[src/rtl/fifo_16_32_rf_pkg.sv]
// fifo_16_32_rf_pkg: shared sizes and types for the 16x32 FIFO controller
package fifo_16_32_rf_pkg;
    localparam int FIFO_DEPTH       = 16;
    localparam int FIFO_PTR_WIDTH   = 4;
    localparam int FIFO_COUNT_WIDTH = 5;
    localparam int FIFO_DATA_WIDTH  = 32;
    typedef logic [FIFO_DATA_WIDTH-1:0]  data_t;
    typedef logic [FIFO_PTR_WIDTH-1:0]   ptr_t;
    typedef logic [FIFO_COUNT_WIDTH-1:0] count_t;
endpackage

[src/rtl/fifo_16_32_rf_if.sv]
// fifo_16_32_rf_if: push/pop handshakes, flush, occupancy and status flags
interface fifo_16_32_rf_if;
    import fifo_16_32_rf_pkg::*;
    logic   fifo_flush;
    logic   push_valid;
    data_t  push_data;
    logic   push_ready;
    logic   pop_valid;
    data_t  pop_data;
    logic   pop_ready;
    count_t fifo_count;
    logic   fifo_almost_full;
    logic   fifo_almost_empty;
    logic   fifo_overflow;
    logic   fifo_underflow;
    modport master (
        output fifo_flush, push_valid, push_data, pop_ready,
        input  push_ready, pop_valid, pop_data, fifo_count,
               fifo_almost_full, fifo_almost_empty, fifo_overflow, fifo_underflow
    );
    modport slave (
        input  fifo_flush, push_valid, push_data, pop_ready,
        output push_ready, pop_valid, pop_data, fifo_count,
               fifo_almost_full, fifo_almost_empty, fifo_overflow, fifo_underflow
    );
endinterface

[src/rtl/fifo_16_32_rf_storage.sv]
// rf_1r_1w_16_32: 16x32 register file, one combinational read port, one write port, contents not reset
module rf_1r_1w_16_32
    import fifo_16_32_rf_pkg::*;
(
    input  logic  clk,
    input  logic  rst,
    input  ptr_t  rd_addr_0,
    output data_t rd_data_0,
    input  logic  wr_en,
    input  ptr_t  wr_addr,
    input  data_t wr_data
);
    data_t mem_q [FIFO_DEPTH];
    assign rd_data_0 = mem_q[rd_addr_0];
    // write port; a write coinciding with reset is dropped
    always_ff @(posedge clk) begin
        if (wr_en && !rst) mem_q[wr_addr] <= wr_data;
    end
endmodule

[src/rtl/fifo_16_32_rf.sv]
// fifo_16_32_rf: 16x32 FIFO controller with pointers, count-based full/empty, flush and sticky error flags
module fifo_16_32_rf
    import fifo_16_32_rf_pkg::*;
#(
    parameter int unsigned ALMOST_FULL_LEVEL  = 12,
    parameter int unsigned ALMOST_EMPTY_LEVEL = 2
) (
    input logic fifo_clock,
    input logic fifo_reset,
    fifo_16_32_rf_if.slave bus
);
    localparam count_t AF_LEVEL = count_t'(ALMOST_FULL_LEVEL);
    localparam count_t AE_LEVEL = count_t'(ALMOST_EMPTY_LEVEL);
    ptr_t   wr_ptr_q, wr_ptr_d, rd_ptr_q, rd_ptr_d;
    count_t count_q, count_d;
    logic   overflow_q, overflow_d, underflow_q, underflow_d;
    logic   full, empty, push_acc, pop_acc, wr_en;
    data_t  rd_data;
    assign full     = count_q == count_t'(FIFO_DEPTH);
    assign empty    = count_q == '0;
    assign push_acc = bus.push_valid & ~full;
    assign pop_acc  = bus.pop_ready & ~empty;
    assign wr_en    = push_acc & ~bus.fifo_flush;
    assign bus.push_ready        = ~full;
    assign bus.pop_valid         = ~empty;
    assign bus.pop_data          = rd_data;
    assign bus.fifo_count        = count_q;
    assign bus.fifo_almost_full  = count_q >= AF_LEVEL;
    assign bus.fifo_almost_empty = count_q <= AE_LEVEL;
    assign bus.fifo_overflow     = overflow_q;
    assign bus.fifo_underflow    = underflow_q;
    // next state: flush clears everything, otherwise advance on accepted transfers
    always_comb begin
        wr_ptr_d    = bus.fifo_flush ? '0 : wr_ptr_q + ptr_t'(push_acc);
        rd_ptr_d    = bus.fifo_flush ? '0 : rd_ptr_q + ptr_t'(pop_acc);
        count_d     = bus.fifo_flush ? '0 : count_q + count_t'(push_acc) - count_t'(pop_acc);
        overflow_d  = bus.fifo_flush ? 1'b0 : overflow_q | (bus.push_valid & full);
        underflow_d = bus.fifo_flush ? 1'b0 : underflow_q | (bus.pop_ready & empty);
    end
    // state registers
    always_ff @(posedge fifo_clock or posedge fifo_reset) begin
        if (fifo_reset) begin
            wr_ptr_q    <= '0;
            rd_ptr_q    <= '0;
            count_q     <= '0;
            overflow_q  <= 1'b0;
            underflow_q <= 1'b0;
        end else begin
            wr_ptr_q    <= wr_ptr_d;
            rd_ptr_q    <= rd_ptr_d;
            count_q     <= count_d;
            overflow_q  <= overflow_d;
            underflow_q <= underflow_d;
        end
    end
    rf_1r_1w_16_32 u_rf (
        .clk       (fifo_clock),
        .rst       (fifo_reset),
        .rd_addr_0 (rd_ptr_q),
        .rd_data_0 (rd_data),
        .wr_en     (wr_en),
        .wr_addr   (wr_ptr_q),
        .wr_data   (bus.push_data)
    );
endmodule

[src/flat_wrapper.sv]
// flat-port wrapper written by rule: the top's interface ports become plain ports
module fifo_16_32_rf_flat import fifo_16_32_rf_pkg::*;
#(
    parameter int unsigned ALMOST_FULL_LEVEL  = 12,
    parameter int unsigned ALMOST_EMPTY_LEVEL = 2
)
  (fifo_clock, fifo_reset, bus_fifo_flush, bus_push_valid, bus_push_data, bus_pop_ready, bus_push_ready, bus_pop_valid, bus_pop_data, bus_fifo_count, bus_fifo_almost_full, bus_fifo_almost_empty, bus_fifo_overflow, bus_fifo_underflow);
  fifo_16_32_rf_if bus_i ();
  input logic fifo_clock;
  input logic fifo_reset;
  input wire logic [$bits(bus_i.fifo_flush)-1:0] bus_fifo_flush;
  input wire logic [$bits(bus_i.push_valid)-1:0] bus_push_valid;
  input wire logic [$bits(bus_i.push_data)-1:0] bus_push_data;
  input wire logic [$bits(bus_i.pop_ready)-1:0] bus_pop_ready;
  output wire logic [$bits(bus_i.push_ready)-1:0] bus_push_ready;
  output wire logic [$bits(bus_i.pop_valid)-1:0] bus_pop_valid;
  output wire logic [$bits(bus_i.pop_data)-1:0] bus_pop_data;
  output wire logic [$bits(bus_i.fifo_count)-1:0] bus_fifo_count;
  output wire logic [$bits(bus_i.fifo_almost_full)-1:0] bus_fifo_almost_full;
  output wire logic [$bits(bus_i.fifo_almost_empty)-1:0] bus_fifo_almost_empty;
  output wire logic [$bits(bus_i.fifo_overflow)-1:0] bus_fifo_overflow;
  output wire logic [$bits(bus_i.fifo_underflow)-1:0] bus_fifo_underflow;
  assign bus_i.fifo_flush = bus_fifo_flush;
  assign bus_i.push_valid = bus_push_valid;
  assign bus_i.push_data = bus_push_data;
  assign bus_i.pop_ready = bus_pop_ready;
  assign bus_push_ready = bus_i.push_ready;
  assign bus_pop_valid = bus_i.pop_valid;
  assign bus_pop_data = bus_i.pop_data;
  assign bus_fifo_count = bus_i.fifo_count;
  assign bus_fifo_almost_full = bus_i.fifo_almost_full;
  assign bus_fifo_almost_empty = bus_i.fifo_almost_empty;
  assign bus_fifo_overflow = bus_i.fifo_overflow;
  assign bus_fifo_underflow = bus_i.fifo_underflow;
  fifo_16_32_rf #(.ALMOST_FULL_LEVEL(ALMOST_FULL_LEVEL), .ALMOST_EMPTY_LEVEL(ALMOST_EMPTY_LEVEL)) u_core (.fifo_clock(fifo_clock), .fifo_reset(fifo_reset), .bus(bus_i));
endmodule
[config.mk]
export PLATFORM = sky130hd
export DESIGN_NAME = fifo_16_32_rf_flat
export DESIGN_NICKNAME = d
export VERILOG_FILES = /design/src/rtl/fifo_16_32_rf_pkg.sv /design/src/rtl/fifo_16_32_rf_if.sv /design/src/rtl/fifo_16_32_rf_storage.sv /design/src/rtl/fifo_16_32_rf.sv /design/src/flat_wrapper.sv
export SDC_FILE = /design/constraint.sdc
export NUM_CORES = 1
export LEC_CHECK = 0
export BUFFER_PORTS_ARGS = -buffer_cell sky130_fd_sc_hd__buf_4
export CORE_MARGIN = 1
export CORE_UTILIZATION = 61
export DETAILED_ROUTE_END_ITERATION = 8
export GPL_ROUTABILITY_DRIVEN = 0
export PLACE_DENSITY = 0.79
export SLEW_MARGIN = 30
export SYNTH_ARGS = -nofsm -noshare
export SYNTH_HDL_FRONTEND = slang
export SYNTH_SLANG_ARGS = --single-unit
[constraint.sdc]
create_clock -name fifo_clock -period 4.88 [get_ports fifo_clock]
set_clock_uncertainty 0.1 [all_clocks]
set_input_delay 0.976 -clock fifo_clock [delete_from_list [all_inputs] [get_ports fifo_clock]]
set_output_delay 0.976 -clock fifo_clock [all_outputs]
set_load 0.1 [all_outputs]
# Word level (Yosys, flattened, before mapping)
# Memories as Yosys holds them, arrays and structs flattened.
# Index checks and enable logic that the tools add are counted.
totals:
  ff_bits: 15
  ram_bits: 512
  inputBits: 37
  output_inout_bits: 43
  wordCells: 33
  memories: 1
op_classes:
  add_sub_neg: 4
  magnitude_cmp: 2
  n_eq_ne: 1
  mux: 7
  bitwise: 10
  n_reduce_logical: 3
memory_table:
  columns: ["memory", "words", "width", "read_ports", "rd_ports_with_merged_regs", "write_ports", "line_no", "text"]
  rows:
  - ["u_core.u_rf.mem_q", 16, 32, 1, 0, 1, "fifo_16_32_rf_storage.sv:13", "data_t mem_q [FIFO_DEPTH];"]
ops:
  columns: ["op", "count"]
  rows:
  - ["adder 4 x 1 -> 4 bit", 2]
  - ["two-way mux 4 bit", 2]
  - ["adder 5 x 1 -> 5 bit", 1]
  - ["bitwise AND 1 bit", 5]
  - ["== test 5 bit (second input constant)", 1]
  - ["greater-or-equal comparator 5 x 4 -> 1 bit (second input constant)", 1]
  - ["less-or-equal comparator 5 x 2 -> 1 bit (second input constant)", 1]
  - ["zero test 5 bit", 1]
  - ["two-way mux 5 bit", 1]
  - ["subtractor 5 x 1 -> 5 bit", 1]
  - ["two-way mux 1 bit", 4]
  - ["NOT 1 bit", 3]
  - ["OR 1 bit", 2]
  - ["logical AND 1 bit", 1]
  - ["zero test 1 bit", 1]

# Depth between registers and ports, before layout
# Gate-level depths: netlist of the first run.
logic_depth:
  depth_word: 7
  depth_mapped: 14
  ltp_nobuf: 14

# By module
# From an unflattened synthesis of the first run, not the netlist that was laid out.
hier_totals:
  cells_unflattened: 889
  hier_area_um2: 20070.5
modules_own_cells:
  columns: ["mod", "n_inst", "cells_each", "area_each_um2", "seq_area_each_um2"]
  rows:
  - ["rf_1r_1w_16_32", 1, 807, 19203.4, 15374.7]
  - ["fifo_16_32_rf", 1, 82, 867.1, 375.4]

# Worst setup path after synthesis of the first run
# OpenSTA, ideal clock, no wires.
synth_timing:
  path_kind: "reg2out"
  from: "register u_core.count_q[1], in the netlist u_core.bus.fifo_count[1]"
  to: "output bus_fifo_almost_empty"
  t_arrival_ps: 4415
  t_required_ps: 3804
  setup_slack_ps: -611
  stages_incl_launch_ff: 3
  n_path_buf: 0
  path_cell_list: "dfrtp_1 inv_1 o41ai_1"
synth_via:
  elab_chain_cells: 1
synth_lines:
  columns: ["item", "line_no", "text"]
  rows:
  - ["start, declared", "fifo_16_32_rf.sv:15", "count_t count_q, count_d;"]
  - ["start signal, assigned", "fifo_16_32_rf.sv:51", "count_q <= count_d;"]
  - ["less-or-equal comparator 5 x 2 -> 1 bit", "fifo_16_32_rf.sv:29", "assign bus.fifo_almost_empty = count_q <= AE_LEVEL;"]
  - ["end, declared", "flat_wrapper.sv:20", "output wire logic [$bits(bus_i.fifo_almost_empty)-1:0] bus_fifo_almost_empty;"]
# No other way between the ends.

# Worst setup path after layout of the first run
layout_timing:
  from: "register u_core.rd_ptr_q[1]"
  to: "output bus_pop_data[3]"
layout_via:
  elab_chain_cells: 1
layout_lines:
  columns: ["item", "line_no", "text"]
  rows:
  - ["start, declared", "fifo_16_32_rf.sv:14", "ptr_t wr_ptr_q, wr_ptr_d, rd_ptr_q, rd_ptr_d;"]
  - ["start signal, assigned", "fifo_16_32_rf.sv:50", "rd_ptr_q <= rd_ptr_d;"]
  - ["memory read (16 x 32 bit)", null, null]
  - ["end, declared", "flat_wrapper.sv:17", "output wire logic [$bits(bus_i.pop_data)-1:0] bus_pop_data;"]
# No other way between the ends.

==> run metrics, run 1 <==
status finished, final reports clean; fin util just over 70%; worst-path fanout max 48; Tot GR Track Use a little over a quarter; synthesis-to-finish area growth 15.01%; Filler Cell Count roughly 1,900; DRT iter0 DRCs 1,047; synth warn 0; Initial Util 61.92%; worst-margin pin slew between 1000 and 1500 ps; Post-Synth XOR/XNOR Area less than 1%; Final period util between 80% and 90%; most frequent cells in the layout edfxtp_1 (512), mux4_2 (128), buf_4 (103), a22oi_1 (64), clkbuf_16 (53); crit-path leading delay family flip-flops; internal reg-to-reg setup slack approximately 1600 ps; R2R Path Start u_core.bus.fifo_count[2]; critical path class register to output pin; Cells after Synth 895; CTS Hold Buffers Added 0; Avg Synthesized Cell Area approximately 22 µm²; Setup crit start u_core.rd_ptr_q[1]; unrepaired setup endpoints after global routing false; Residual DRC 0; via count a little under 10,000; Vias/cell about 6.5; remaining global-route overflow 0; adder-cell share of the synthesized area less than 1%; pwr dens 517.6 mW/mm²; Static Leak 7.358 nW; IO Pins 80; Buf+Inv Stages, Crit Path 2; number of global-route vias before repair ~10,000; cells on worst reg2reg path 7; synthesized area roughly 0.02 mm²; layout cells sized above 1 between 30% and 40%; fmax around 250 MHz; post-synthesis simple-gate area fraction under 10%; fin. max-slew vios 0; post-CTS setup repair buffer count 0; Worst Setup Start Kind register; CP required 3800 ps; relative slew slack 31.11%; PortBufs between 70 and 80; Worst setup EP type output pin; largest net degree at the start of global routing 49; Compound-Gate Fraction of Synth Area 2.659%; main combinational cell family by area after synthesis multiplexers; antenna violations before repair 1; drt pass-1 iters 7; CTS Sinks between 500 and 600; first-pass GRT wire length approximately 64 mm; FP Rows 66; Skew-Pair Late Insertion Delay ~550 ps; height of the chip between 150 and 200 µm; Nets ~1,100; critical path's slowest cell dfrtp_4; post-synthesis sequential area ratio between 70% and 80%; Synth cell types 28; Reg2Reg Capture Point u_core.u_rf.mem_q[10][13]; Die Width roughly 180 µm; PostCTS Resize Cnt 0; critical-path cell list buf_12 -> mux4_2 -> a22oi_1 -> nand2_1 -> buf_4; Final Instance Count excl. Fillers 1,491; WP data arrival around 2900 ps; htree depth 2; Final setup violation count 0; Post-Route WL between 40 and 50 mm; HPWL after DPL ~22 mm; Synth Register Bits about 530; VDD IR-drop max 0.5026 mV; die area approximately 0.034 mm²; Final Hold Fails 0; WL/cell 28.83 µm; CTS root buf clkbuf_16; clock slew seen by the registers of the worst setup and hold paths around 70 ps; max-cap viol count 0; slowest stage delay, CP roughly 920 ps; commonest non-fill, non-tap cell in the layout edfxtp_1; Routed Antenna Nets 0; TritonCTS clock tree done; post-synthesis mux area share 14.35%; Inst Count DP 1,400; Fin Setup TNS 0 ps; syn nets 947; worst-case clock buffer depth 3; Core Box Area roughly 0.032 mm²; Tmin final between 3000 and 4000 ps; HP Class primary input to asynchronous set/reset pin; Inserted Clock Buffers 50
==> registers in the layout, summed over array words and instances (netlist names) <==
signal and flops:
u_core.bus.fifo_count 5, u_core.bus.fifo_overflow 1, u_core.u_rf.mem_q 512, u_core.bus.fifo_underflow 1, u_core.wr_ptr_q 4, u_core.rd_ptr_q 4
==> per-stage QoR <==
stage               setup WS, ps  power [mW]  area (µm²)  hold slack (ps)
detailed placement          1511       8.169       21460            395.2
global placement            1524       8.141       21460            382.3
finish                     898.0       11.96       23110            385.6
CTS                        862.2       12.04       23110            392.9
global route               777.4       12.33       23110            439.7
floorplan                  22.51       7.577       20110            452.8
==> metal layers <==
| layer | global-route usage, % | routed length, µm | vias up | share of wire, % |
|---|---|---|---|---|
| li1 | - | - | 3990 | - |
| met1 | 36.17 | 16440 | 5079 | 38 |
| met2 | 44.64 | 22340 | 478 | 52 |
| met3 | 3.803 | 3120 | 87 | 7.3 |
| met4 | 9.200 | 1083 | 0 | 2.5 |
| met5 | 0 | 0 | - | 0 |
==> synth_stat cells (all sizes together) <==
library cell / count / area (µm²)
edfxtp: 512 / 15370
mux4: 128 / 2883
a22oi: 64 / 480.5
nand2: 36 / 135.1
nor2: 26 / 97.59
buf: 23 / 145.1
clkbuf: 22 / 82.58
dfrtp: 15 / 375.4
ha: 14 / 175.2
inv: 14 / 52.55
nor2b: 9 / 56.30
a21oi: 5 / 25.02
xnor2: 5 / 43.79
nand3: 4 / 20.02
nand3b: 4 / 30.03
nor3b: 3 / 22.52
o21bai: 2 / 15.01
xor2: 2 / 17.52
and2: 1 / 6.260
and4bb: 1 / 12.51
fa: 1 / 20.02
nor3: 1 / 5.000
nor4: 1 / 6.260
o21ai: 1 / 5.000
o41ai: 1 / 8.760
==> where the power goes <==
| group | switching [mW] | internal [mW] | leakage, nW |
|---|---|---|---|
| clock | 1.61 | 2.28 | 0.804 |
| combinational | 1.87 | 1.06 | 1.75 |
| sequential | 0.110 | 5.03 | 4.80 |
==> area by class of cell <==
cell class | count | area (µm²) | share of cell area, %
sequential | 527 | 15760 | 68.18
timing repair buffer | 108 | 873.3 | 3.779
clock inverter | 31 | 302.8 | 1.310
antenna | 1 | 2.502 | 0.01083
inverter | 14 | 52.55 | 0.2274
clock buffer | 59 | 1349 | 5.836
multi-input combinational | 309 | 4222 | 18.27
tap | 442 | 553.0 | 2.393
==> worst max path at each step <==
stage / to / slack [ps] / cells past startpoint
after floorplan: u_core.u_rf.mem_q[0][0] / 20 / 6
after global placement: bus_pop_data[1] / 1520 / 5
after detailed placement: bus_pop_data[3] / 1510 / 5
after CTS: bus_pop_data[3] / 860 / 5
after global routing: bus_pop_data[3] / 780 / 5
final: bus_pop_data[3] / 900 / 5
==> cells by family after synthesis <==
family	Yosys count
buf+inv	59
fa+ha+maj	15
flops	527
xor+xnor	7
compound gates	73
simple gates	86
mux	128
==> worst reg2reg max path, delay by kind of cell (launching register included) <==
family | cells | cell delay, ps
adders and majority gates | 1 | 230
DFF | 1 | 430
and+or+nand+nor | 4 | 1620
buffers and inverters | 2 | 550
Note: power is estimated with default switching activity, not from simulation.
==> inputs of run 2 (changes only) <==
- ABC_AREA: unset -> 1
- clock period: 4.88 -> 3.8 ns (I/O delays scaled with it)
==> run metrics, run 2 <==
post-synthesis simple-gate area fraction between 20 and 25%; Vias/cell around 5.6; CTS Hold Buffers Added 0; clock slew seen by the registers of the worst setup and hold paths around 60 ps; Inst Count DP between 2,000 and 3,000; post-CTS setup repair buffer count 0; pre-CTS setup slack slightly below 800 ps; worst-case clock buffer depth 3; Compound-Gate Fraction of Synth Area less than 1%; HPWL after DPL roughly 29 mm; most common cell in the synthesized netlist nand2_1; max FFs per register 512; height of the chip about 200 µm; main combinational cell family by area after synthesis simple AND/OR/NAND/NOR gates; Synth top cells by count nand2_1 (687), edfxtp_1 (512), inv_1 (413), nand3_1 (391), buf_2 (53); synthesized area around 0.023 mm²; WL/cell a little under 20 µm; Post-Route WL about 54 mm; Routed Antenna Nets 0; Final Instance Count excl. Fillers approximately 2,800; Worst setup EP type output pin; TritonCTS clock tree done; cells on worst reg2reg path 17; Critical Path Sink bus_pop_data[26]; VDD IR-drop max a little over 0.8 mV; layout cells sized above 1 8.870%; synthesis-to-finish area growth 11.81%; adder-cell share of the synthesized area less than 1%; Die Width between 150 and 200 µm; Post-Synth XOR/XNOR Area less than 1%; die area approximately 0.038 mm²; largest reg by FF count u_core.u_rf.mem_q; commonest non-fill, non-tap cell in the layout nand2_1; CP required roughly 3000 ps; share of flip-flops with an asynchronous set or reset under 10%; Tot GR Track Use between 20 and 30%; Cells after Synth 2,199; FP Rows 70; max-cap viol count 0; Filler Cell Count between 2,000 and 2,500; fmax about 270 MHz; post-synthesis sequential area ratio about two thirds; Final Hold Fails 0; worst-margin pin slew ~1000 ps; Setup WS post-layout 125.7 ps; largest net degree at the start of global routing 131; Final Instance Area around 0.026 mm²; DRT iter0 DRCs about 1,800; most frequent cells in the layout nand2_1 (687), edfxtp_1 (512), inv_1 (412), nand3_1 (391), buf_4 (96); Synth cell types 24; via count between 15,000 and 20,000; WP data arrival about 2800 ps; Core Box Area 0.03687 mm²; largest cells by area after synthesis edfxtp_1 (67%), nand2_1 (11%), nand3_1 (8.5%); Initial Util around 62%; Worst Setup Start Kind register; Synth Register Bits between 500 and 600; R2R Path Start u_core.bus.fifo_count[2]; relative slew slack a little over 30%; status finished, final reports clean; critical path class register to output pin; pwr dens 640.0 mW/mm²; ys flop type edfxtp_1; post-synthesis mux area share 0%; fin util between 60% and 70%; Residual DRC 0; HP Class primary input to asynchronous set/reset pin; Setup crit start u_core.rd_ptr_q[0]; IO Pins 80; DP Area roughly 0.024 mm²; synth warn 0; total power 16.46 mW; syn nets 2,251; PostCTS Resize Cnt 0; Avg Synthesized Cell Area between 10 and 15 µm²; Nets around 2,300; first-pass GRT wire length 83.31 mm; Inserted Clock Buffers 51; Final period util 96.69%; drt pass-1 iters 5; worst-path fanout max between 90 and 100; htree depth 2; CTS root buf clkbuf_16; CTS Sinks between 500 and 600; Yosys top cell by area edfxtp_1; internal reg-to-reg setup slack 750 ps; Skew-Pair Late Insertion Delay approximately 570 ps; Post-synth EDFFs roughly 510; fin. max-slew vios 0; Tmin final 3674 ps; Reg2Reg Capture Point u_core.bus.fifo_count[4]; antenna violations before repair 1; Final setup violation count 0; remaining global-route overflow 0; number of global-route vias before repair 15,530; Static Leak around 11 nW; top cell type's share of synthesized area roughly two thirds; unrepaired setup endpoints after global routing false; PortBufs between 70 and 80
==> run 2: cell types whose count changed after synthesis, moves of 9 or more <==
cell     before  now
buf_6         2   26
nor2_1       26   35
buf_2         5   53
inv_1        14  413
mux4_2      128    0
nand3_1       4  391
nand2_1      36  687
nor2b_1       9    0
a22oi_1      64    0
==> run 2: stage by stage <==
| stage | setup TNS [ps] | hold slack [ps] |
|---|---|---|
| after floorplan | -141730 | 471.3 |
| after global placement | 0 | 413.3 |
| after detailed placement | 0 | 415.5 |
| after CTS | 0 | 210.9 |
| after global routing | 0 | 250.2 |
| final | 0 | 191.3 |
==> run 2: final cells by class <==
cell class                      count  area [µm²]  area share [%]
Antenna cell                        1       2.502        0.009730
Timing Repair Buffer              116        1121           4.359
Inverter                          416        1569           6.100
Clock buffer                       68        1361           5.293
Tap cell                          504       630.6           2.452
Sequential cell                   527       15760           61.28
Multi-Input combinational cell   1148        5101           19.83
Clock inverter                     25       173.9          0.6762
==> run 2: power breakdown <==
part | total (mW) | internal, mW | switching, mW
Clock | 4.74 | 2.64 | 2.10
Sequential | 6.53 | 6.46 | 0.0635
Combinational | 5.19 | 1.22 | 3.97
==> run 2: worst max-delay path, cell delays in order, from the launching register on <==
cell     delay [ps]
dfrtp_4         450
buf_12          380
buf_4           480
nand2_1         100
nand2_1          80
nand2_1          50
nand3_1         100
nand3_1          90
nand2_1         130
buf_4           300
==> run 2: routing by layer <==
layer	global-route usage, %	share of wire [%]	up-vias
met1	37.49	39	7417
met5	0	0	-
met2	46.96	48	921
met3	4.470	9.4	147
li1	-	-	7210
met4	12.50	3.6	0
==> run 2: cell families (layout without fill, tap and decap cells) <==
| family | count (synthesis) | after routing |
|---|---|---|
| fa+ha+maj | 15 | 15 |
| xor+xnor | 1 | 1 |
| buf+inv | 524 | 625 |
| flops | 527 | 527 |
| compound gates | 15 | 15 |
| simple gates | 1117 | 1117 |
| other cells | 0 | 1 |
==> run 2: how the worst min path moves through the flow <==
stage | slack (ps) | endpoint
global placement | 410 | u_core.bus.fifo_underflow
global route | 250 | u_core.bus.fifo_count[4]
floorplan | 470 | u_core.wr_ptr_q[3]
detailed placement | 420 | u_core.bus.fifo_overflow
finish | 190 | u_core.bus.fifo_underflow
CTS | 210 | u_core.bus.fifo_count[4]
